### config.mk
export PLATFORM = sky130hd
export DESIGN_NAME = sentinel_seq_lock
export DESIGN_NICKNAME = d
export VERILOG_FILES = /design/src/rtl/sentinel_seq_lock.sv
export SDC_FILE = /design/constraint.sdc
export NUM_CORES = 1
export LEC_CHECK = 0
export CORE_AREA = 3 3 90 58
export CTS_CLUSTER_DIAMETER = 30
export CTS_CLUSTER_SIZE = 10
export DETAILED_ROUTE_END_ITERATION = 10
export DIE_AREA = 0 0 93 61
export PLACE_DENSITY_LB_ADDON = 0.3
export SETUP_SLACK_MARGIN = 0.02
export SYNTH_ARGS = -nofsm -noshare
export SYNTH_HDL_FRONTEND = slang
export SYNTH_SLANG_ARGS = --single-unit
### constraint.sdc
create_clock -name clk -period 4.27 [get_ports clk]
set_input_delay 0.427 -clock clk [delete_from_list [all_inputs] [get_ports clk]]
set_output_delay 0.427 -clock clk [all_outputs]
set_load 0.01 [all_outputs]
### src/rtl/sentinel_seq_lock.sv
// Sequence lock: KEY_LEN-symbol key entry with fail counting, timed lockout and 7-seg/status display.
// Optional SENTINEL_SHADOW_EN adds an inverted shadow of state/idx; any disagreement latches PANIC.
//
//   state    | meaning
//   ---------+-------------------------------------------------------
//   LOCKED   | accepting key symbols, idx = next symbol to compare
//   UNLOCKED | full key matched, waits for relock
//   LOCKOUT  | MAX_FAIL wrong symbols seen, timer counting down
//   PANIC    | shadow disagreement (shadow build only), left by rst only
module sentinel_seq_lock #(
  parameter int                          DATA_W         = 8,
  parameter int                          KEY_LEN        = 4,
  parameter logic [KEY_LEN*DATA_W-1:0]   KEY            = 32'hB61FA05C,
  parameter int                          MAX_FAIL       = 3,
  parameter int                          LOCKOUT_CYCLES = 1024
) (
  input  logic              clk,
  input  logic              rst,
  input  logic              ena,
  input  logic [DATA_W-1:0] key_in,
  input  logic              key_valid,
  input  logic              relock,
  output logic              unlocked,
  output logic              lockout,
  output logic              panic,
  output logic [3:0]        fail_cnt,
  output logic [7:0]        seg_out,
  output logic [7:0]        status
);

  localparam int                IDX_W      = (KEY_LEN > 1) ? $clog2(KEY_LEN) : 1;
  localparam int                TIMER_W    = $clog2(LOCKOUT_CYCLES + 1);
  localparam logic [IDX_W-1:0]  IDX_LAST   = IDX_W'(KEY_LEN - 1);
  localparam logic [TIMER_W-1:0] TIMER_LOAD = TIMER_W'(LOCKOUT_CYCLES);
  localparam logic [3:0]        FAIL_LIMIT = 4'(MAX_FAIL);

  typedef enum logic [1:0] {
    LOCKED   = 2'd0,
    UNLOCKED = 2'd1,
    LOCKOUT  = 2'd2,
    PANIC    = 2'd3
  } state_t;

  state_t               state_q, state_d;
  logic [IDX_W-1:0]     idx_q, idx_d;
  logic [3:0]           fail_q, fail_d, fail_inc;
  logic [TIMER_W-1:0]   timer_q, timer_d;
  logic [7:0]           seg_q, seg_d;
  logic [KEY_LEN*DATA_W-1:0] key_shift;
  logic [DATA_W-1:0]    key_sym;

  function automatic logic [7:0] seg_of(input state_t s);
    case (s)
      LOCKED:   seg_of = 8'hC7;
      UNLOCKED: seg_of = 8'hC1;
      LOCKOUT:  seg_of = 8'hBF;
      default:  seg_of = 8'h86;
    endcase
  endfunction

  // Symbol 0 sits in the most significant DATA_W bits of KEY.
  always_comb begin
    key_shift = KEY >> (DATA_W * (KEY_LEN - 1 - int'(idx_q)));
    key_sym   = key_shift[DATA_W-1:0];
  end

`ifdef SENTINEL_SHADOW_EN
  logic [1:0]       state_sh_q;
  logic [IDX_W-1:0] idx_sh_q;
  logic             shadow_err;

  assign shadow_err = (state_sh_q != ~state_q) || (idx_sh_q != ~idx_q);
`endif

  always_comb begin
    state_d  = state_q;
    idx_d    = idx_q;
    fail_d   = fail_q;
    timer_d  = timer_q;
    fail_inc = fail_q + 4'd1;

    if (ena) begin
      case (state_q)
        LOCKED: begin
          if (relock) begin
            idx_d = '0;
          end else if (key_valid) begin
            if (key_in == key_sym) begin
              if (idx_q == IDX_LAST) begin
                state_d = UNLOCKED;
                idx_d   = '0;
                fail_d  = 4'd0;
              end else begin
                idx_d = idx_q + 1'b1;
              end
            end else begin
              idx_d  = '0;
              fail_d = fail_inc;
              if (fail_inc == FAIL_LIMIT) begin
                state_d = LOCKOUT;
                timer_d = TIMER_LOAD;
              end
            end
          end
        end
        UNLOCKED: begin
          if (relock) begin
            state_d = LOCKED;
            idx_d   = '0;
          end
        end
        LOCKOUT: begin
          // Leaving on the count-of-one cycle keeps lockout high for exactly LOCKOUT_CYCLES cycles.
          if (timer_q <= TIMER_W'(1)) begin
            state_d = LOCKED;
            timer_d = '0;
            fail_d  = 4'd0;
          end else begin
            timer_d = timer_q - 1'b1;
          end
        end
        default: ;
      endcase
    end

`ifdef SENTINEL_SHADOW_EN
    if (shadow_err) begin
      state_d = PANIC;
      timer_d = '0;
    end
`endif

    seg_d = ena ? seg_of(state_d) : 8'hFF;
  end

  always_ff @(posedge clk) begin
    if (rst) begin
      state_q <= LOCKED;
      idx_q   <= '0;
      fail_q  <= 4'd0;
      timer_q <= '0;
      seg_q   <= 8'hC7;
    end else begin
      state_q <= state_d;
      idx_q   <= idx_d;
      fail_q  <= fail_d;
      timer_q <= timer_d;
      seg_q   <= seg_d;
    end
  end

`ifdef SENTINEL_SHADOW_EN
  always_ff @(posedge clk) begin
    if (rst) begin
      state_sh_q <= ~LOCKED;
      idx_sh_q   <= '1;
    end else begin
      state_sh_q <= ~state_d;
      idx_sh_q   <= ~idx_d;
    end
  end

  assign panic = (state_q == PANIC);
`else
  assign panic = 1'b0;
`endif

  assign unlocked = (state_q == UNLOCKED);
  assign lockout  = (state_q == LOCKOUT);
  assign fail_cnt = fail_q;
  assign seg_out  = seg_q;

  always_comb begin
    status = 8'h00;
    if (ena) begin
      case (state_q)
        LOCKED:   status = {4'b0000, fail_q};
        UNLOCKED: status = 8'hFF;
        LOCKOUT:  status = 8'hAA;
        default:  status = 8'h55;
      endcase
    end
  end

endmodule
==> flow_summary.toml <==
[synthesis]
avgSynthCellArea_um2 = 7.87
synthDistinctLibCells = 52
postSynthRegisterBits = 23
netlist.area_leader.share = 0.291
syn_inst = 201
synth_warnings = 0
synth_edf_count = 0
netlist_top_cells_count = "a21oi_1 (23), dfxtp_1 (23), nor2_1 (18), nand2_1 (15)"
ys_top_cells_by_area = "dfxtp_1 (29%), ha_1 (8.7%), a21oi_1 (7.3%), nor2_1 (4.3%), nand2_1 (3.6%)"
ys.flop_type = "dfxtp_1"
synth_fp_nets = 225
yosysSeqAreaShare = 0.291
synthArstFlopShare = 0
yosys.area.top_type = "dfxtp_1"
syn_area_um2 = 1580

[pwr]
power_leakage_nw = 0.673
peakVddDrop_v = 0.000119
p_comb_frac = 0.101
switchingPower_mw = 0.0867
p_int_mw = 0.303
clock_power_share = 0.340
p_per_area_nw_per_um2 = 199
pwr-share-seq = 0.558
power_mw = 0.389
swShare = 0.223

[setup_path]
r2r-end = "timer_q[8]$_SDFFE_PP0P_"
r2r_cells = 8
r2r_setup_slack_ns = 1.83
crit_type = "primary input to output pin"
path_buf_inv = 2
critPathCaptureType = "output pin"
worstPathArrival_ns = 2.23
cp_slowest_cell = "clkdlybuf4s50_1"
critPathMaxStageDelay_ns = 0.64
reg2reg_from = "fail_cnt[1]$_SDFFE_PP0P_"
crit_path_end = "status[1]"
crit_fanout = 10
start_kind = "primary input"
cp_cell_sequence = "clkdlybuf4s50_1, and2b_1, and2_1, nand2_1, o21ai_0, clkdlybuf4s50_1"
cp_top_family = "buffers and inverters"
cp.depth = 6
crit_top_cell = "clkdlybuf4s50_1"
startpoint = "ena"
required_ns = 3.84

[global_routing]
gr-total-overflow = 0
grt_pass1_wl_um = 6340
gr-usage-all-layers = 0.140
grt_max_degree = 22
antenna_found_initial = 0
first_global_vias = 1334

[status]
status = "complete, no violations"

[place]
pre_cts_ws_ns = 1.61
dp_cells = 283
gp_congestion = 0.859
place_area_um2 = 1910
numPortBuffers = 33
hpwl_um = 2920

[timing]
report.final.slew_viol_count = 0
finalSetupTns_ns = 0
tightest_slew_ns = 0.777
rsz0062_at_grt = "false"
fin_skew_ns = 0.00415
max_freq_mhz = 376
hold_viol = 0
hold_slack_ns = 0.482
period_minus_slack_ns = 2.66
post-route-period-util = 0.622
fin_ws_ns = 1.61
setup_viol = 0
slew_headroom = 0.480

[cts]
cts.sinks = 23
h-tree-depth = 1
post-cts-setup-buffer-count = 0
holdBufCountCts = 0
cts_buffers = 3
cts_buffer_depth = 2
cts_resized = 0
clock_latency_ns = 0.26
cts-root-buf = "clkbuf_8"
clkTransAtPathRegs_ns = 0.08
cts_tree = "built"

[detailed_routing]
ant_nets = 0
vias = 1461
detail_route.vias_per_cell = 5.09
wl_per_cell_um = 13.1
routed_wl_um = 3770
dr.first_iter.drc_count = 110
first_pass_iters = 4
drc = 0

[min_path]
hold_depth = 2
hold_class = "register to register"

[finish]
syn_to_final_growth_pct = 23.5
n_antenna_cell = 0
utilization = 0.437
final_layout_size_suffix_gt1_frac = 0.0491
instances_no_fill = 287
fin_nets = 249
stdcell_area_um2 = 1950

[floorplanning]
die_area_um2 = 5670
initial_core_util = 0.354
die_w_um = 93
ios = 36
rows = 19
dieHeight_um = 61
core_area_um2 = 4470

[flow_run]
drv_cap = 0
sequential cells by signal (all words and copies together), names as in the netlist:
name	cells
seg_out	4
idx_q	2
timer_q	11
fail_cnt	4
state_q	2
layer usage:
layer | up-vias | global-route usage | wire length [um]
met5 | - | 0 | 0
met4 | 0 | 0.0251 | 17
met3 | 2 | 0.0335 | 254
met2 | 42 | 0.186 | 1360
met1 | 662 | 0.224 | 2140
li1 | 755 | - | -
cell type report:
type | count | area [um2]
clock buffer | 4 | 45.0
sequential | 23 | 460
fill | 462 | 2510
multi-input combinational | 153 | 998
tap | 63 | 78.8
timing repair buffer | 33 | 330
inverter | 11 | 41.3
cells by family after synthesis:
family                     share of synthesized area
other                                        0.00474
xor gates and xnor gates                      0.0166
AOI/OAI and AO/OA                              0.231
buffers and inverters                         0.0783
adders and majority gates                     0.0870
muxes                                        0.00632
DFF                                            0.291
and+or+nand+nor                                0.285
how the worst min path moves through the flow:
| stage | startpoint | endpoint | slack (ns) |
|---|---|---|---|
| detailed placement | timer_q[9]$_SDFFE_PP0P_ | timer_q[9]$_SDFFE_PP0P_ | 0.47 |
| finish | timer_q[9]$_SDFFE_PP0P_ | timer_q[9]$_SDFFE_PP0P_ | 0.48 |
| CTS | timer_q[9]$_SDFFE_PP0P_ | timer_q[9]$_SDFFE_PP0P_ | 0.49 |
| global route | timer_q[9]$_SDFFE_PP0P_ | timer_q[9]$_SDFFE_PP0P_ | 0.52 |
| floorplan | timer_q[9]$_SDFFE_PP0P_ | timer_q[9]$_SDFFE_PP0P_ | 0.45 |
| global placement | timer_q[9]$_SDFFE_PP0P_ | timer_q[9]$_SDFFE_PP0P_ | 0.47 |
cell usage in the layout (no fill, tap or decap), drive strengths merged, types with 2 or more instances in the layout:
cell,Yosys,routed
nand2b,4,4
and2,3,3
a21oi,23,23
xor2,2,2
clkbuf,4,4
inv,11,11
nand3,6,6
nor3,9,9
nor2b,4,4
nand4b,2,2
nand2,16,16
nor3b,3,3
a21boi,3,3
dfxtp,23,23
conb,2,2
o31ai,4,4
ha,11,11
nor2,19,19
clkdlybuf4s50,0,33
nor4,2,2
and3b,2,2
a211oi,2,2
o21ai,14,14
worst register-to-register path, stage by stage, from the launching register on:
cell and delay [ns]:
dfxtp_1 0.54, ha_1 0.24, or4b_1 0.43, o31ai_1 0.12, o31ai_2 0.18, a21o_1 0.34
nor2_4 0.23, nand4b_1 0.13, a21oi_1 0.16
power groups by stage:
| stage | Combinational (mW) | Sequential [mW] | Clock [mW] |
|---|---|---|---|
| after floorplan | 0.0205 | 0.222 | 0 |
| after global placement | 0.0392 | 0.222 | 0 |
| after detailed placement | 0.0393 | 0.223 | 0 |
| after CTS | 0.0395 | 0.217 | 0.139 |
| after global routing | 0.0433 | 0.218 | 0.147 |
| final | 0.0395 | 0.217 | 0.133 |
No activity file was read; power rests on OpenSTA's default activity.
==> edit (same flow settings) <==
The parameter `KEY_LEN` goes from 4 to 8.
--- a/src/rtl/sentinel_seq_lock.sv
+++ b/src/rtl/sentinel_seq_lock.sv
@@ -11,3 +11,3 @@
   parameter int                          DATA_W         = 8,
-  parameter int                          KEY_LEN        = 4,
+  parameter int                          KEY_LEN        = 8,
   parameter logic [KEY_LEN*DATA_W-1:0]   KEY            = 32'hB61FA05C,
Check against the original RTL: not equivalent (a bounded check fails within 4 cycles, from zero or initial values and one cycle with rst high).
==> edit against the unedited design <==
Sequential power grew 5%; combinational power is 31% higher; design area rose by 14%; setup slack worse by 0.17 ns; sequential cell count grew 1; sequential share of layout area is 2.0 points lower; non-clock buffer count unchanged; total power increased by 25%; synthesized area is 15% higher; routed wire length is 26% higher; die area unchanged; largest cell class unchanged; largest power group unchanged; highest routed layer unchanged.
==> edit: results (changes against the unedited design) <==
metric	value	unit	change
largest net degree at the start of global routing	21		was 22
DP Wirelength	3650	um	was 2920 um
Vias	1809		was 1461
fin nets	287		was 249
internal power	0.000376	W	was 0.000303 W
capture point of the worst path	status[2]		was status[1]
Synth Area in XOR/XNOR	0.960	%	was 1.66%
DP Worst Slack	1.37	ns	was 1.61 ns
met1 WL	2520	um	was 2140 um
R2R Path Start	state_q[0]		was fail_cnt[1]
WP data arrival	2.40	ns	was 2.23 ns
R2R depth	7		was 8
met3 Use GR	3.59	%	was 3.35%
Post-Synthesis Cells	238		was 201
largest cells by area after synthesis	dfxtp_1 (26%), ha_1 (8.2%), a21oi_1 (6.9%), nand2_1 (4.3%), o21ai_0 (3.8%)		was dfxtp_1 (29%), ha_1 (8.7%), a21oi_1 (7.3%), nor2_1 (4.3%), nand2_1 (3.6%)
multiplexer share of the synthesized area	2.88	%	was 0.632%
wire length on met2	1850	um	was 1360 um
leakage power	0.778	nW	was 0.673 nW
Synth Area in Adders	8.22	%	was 8.70%
worst hold slack	0.495	ns	was 0.482 ns
worst vdd ir	0.101	mV	was 0.119 mV
placed instance count	320		was 283
Max FO, Critical Path	11		was 10
met2 usage	25.7	%	was 18.6%
Seq/Total Area, Yosys	26.3	%	was 29.1%
top cells by count, synth	a21oi_1 (25), dfxtp_1 (24), nand2_1 (21), nor2_1 (15)		was a21oi_1 (23), dfxtp_1 (23), nor2_1 (18), nand2_1 (15)
Worst path max stage delay	0.57	ns	was 0.64 ns
Worst Setup Start Kind	flop		was primary input
skew final	0.00139	ns	was 0.00415 ns
compound-cell area share of the yosys netlist	26.3	%	was 23.1%
first-pass GRT wire length	7980	um	was 6340 um
Final Cycle Share	66.3	%	was 62.2%
worst hold path endpoint	timer_q[10]		was timer_q[9]
Via density	5.58		was 5.09
Slew Limit Headroom	43.3	%	was 48.0%
setup slack, reg-to-reg	1.53	ns	was 1.83 ns
share of cells above drive strength 1	5.36	%	was 4.91%
Net Count, Synth	263		was 225
vias in the first global route	1642		was 1334
Starting DRT DRC Count	118		was 110
GPL Wtd Cong	0.852		was 0.859
outcome	finished, final reports clean		unchanged
-- edit: power by group through the flow --
| stage | clock network [W] | logic [W] | registers [W] |
|---|---|---|---|
| 2_1_floorplan | 0 | 0.0000290 | 0.000233 |
| 3_3_place_gp | 0 | 0.0000505 | 0.000233 |
| 4_1_cts | 0.000210 | 0.0000514 | 0.000228 |
| 3_5_place_dp | 0 | 0.0000512 | 0.000233 |
| 6_report | 0.000206 | 0.0000516 | 0.000228 |
| 5_1_grt | 0.000217 | 0.0000566 | 0.000228 |
-- edit: critical path: cells and delay by family (launching register included) --
family | cells | cell delay (ns)
adders and majority gates | 1 | 0.45
AOI/OAI and AO/OA | 1 | 0.18
DFF | 1 | 0.40
and+or+nand+nor | 2 | 0.26
buffers and inverters | 3 | 0.84
-- edit: area by class of cell --
type / count / area, um^2
fill: 464 / 2240
multi-input combinational: 186 / 1210
sequential: 24 / 480
timing repair buffer: 33 / 330
tap: 63 / 78.8
inverter: 14 / 52.6
clock buffer: 3 / 41.3
clock inverter: 1 / 30.0
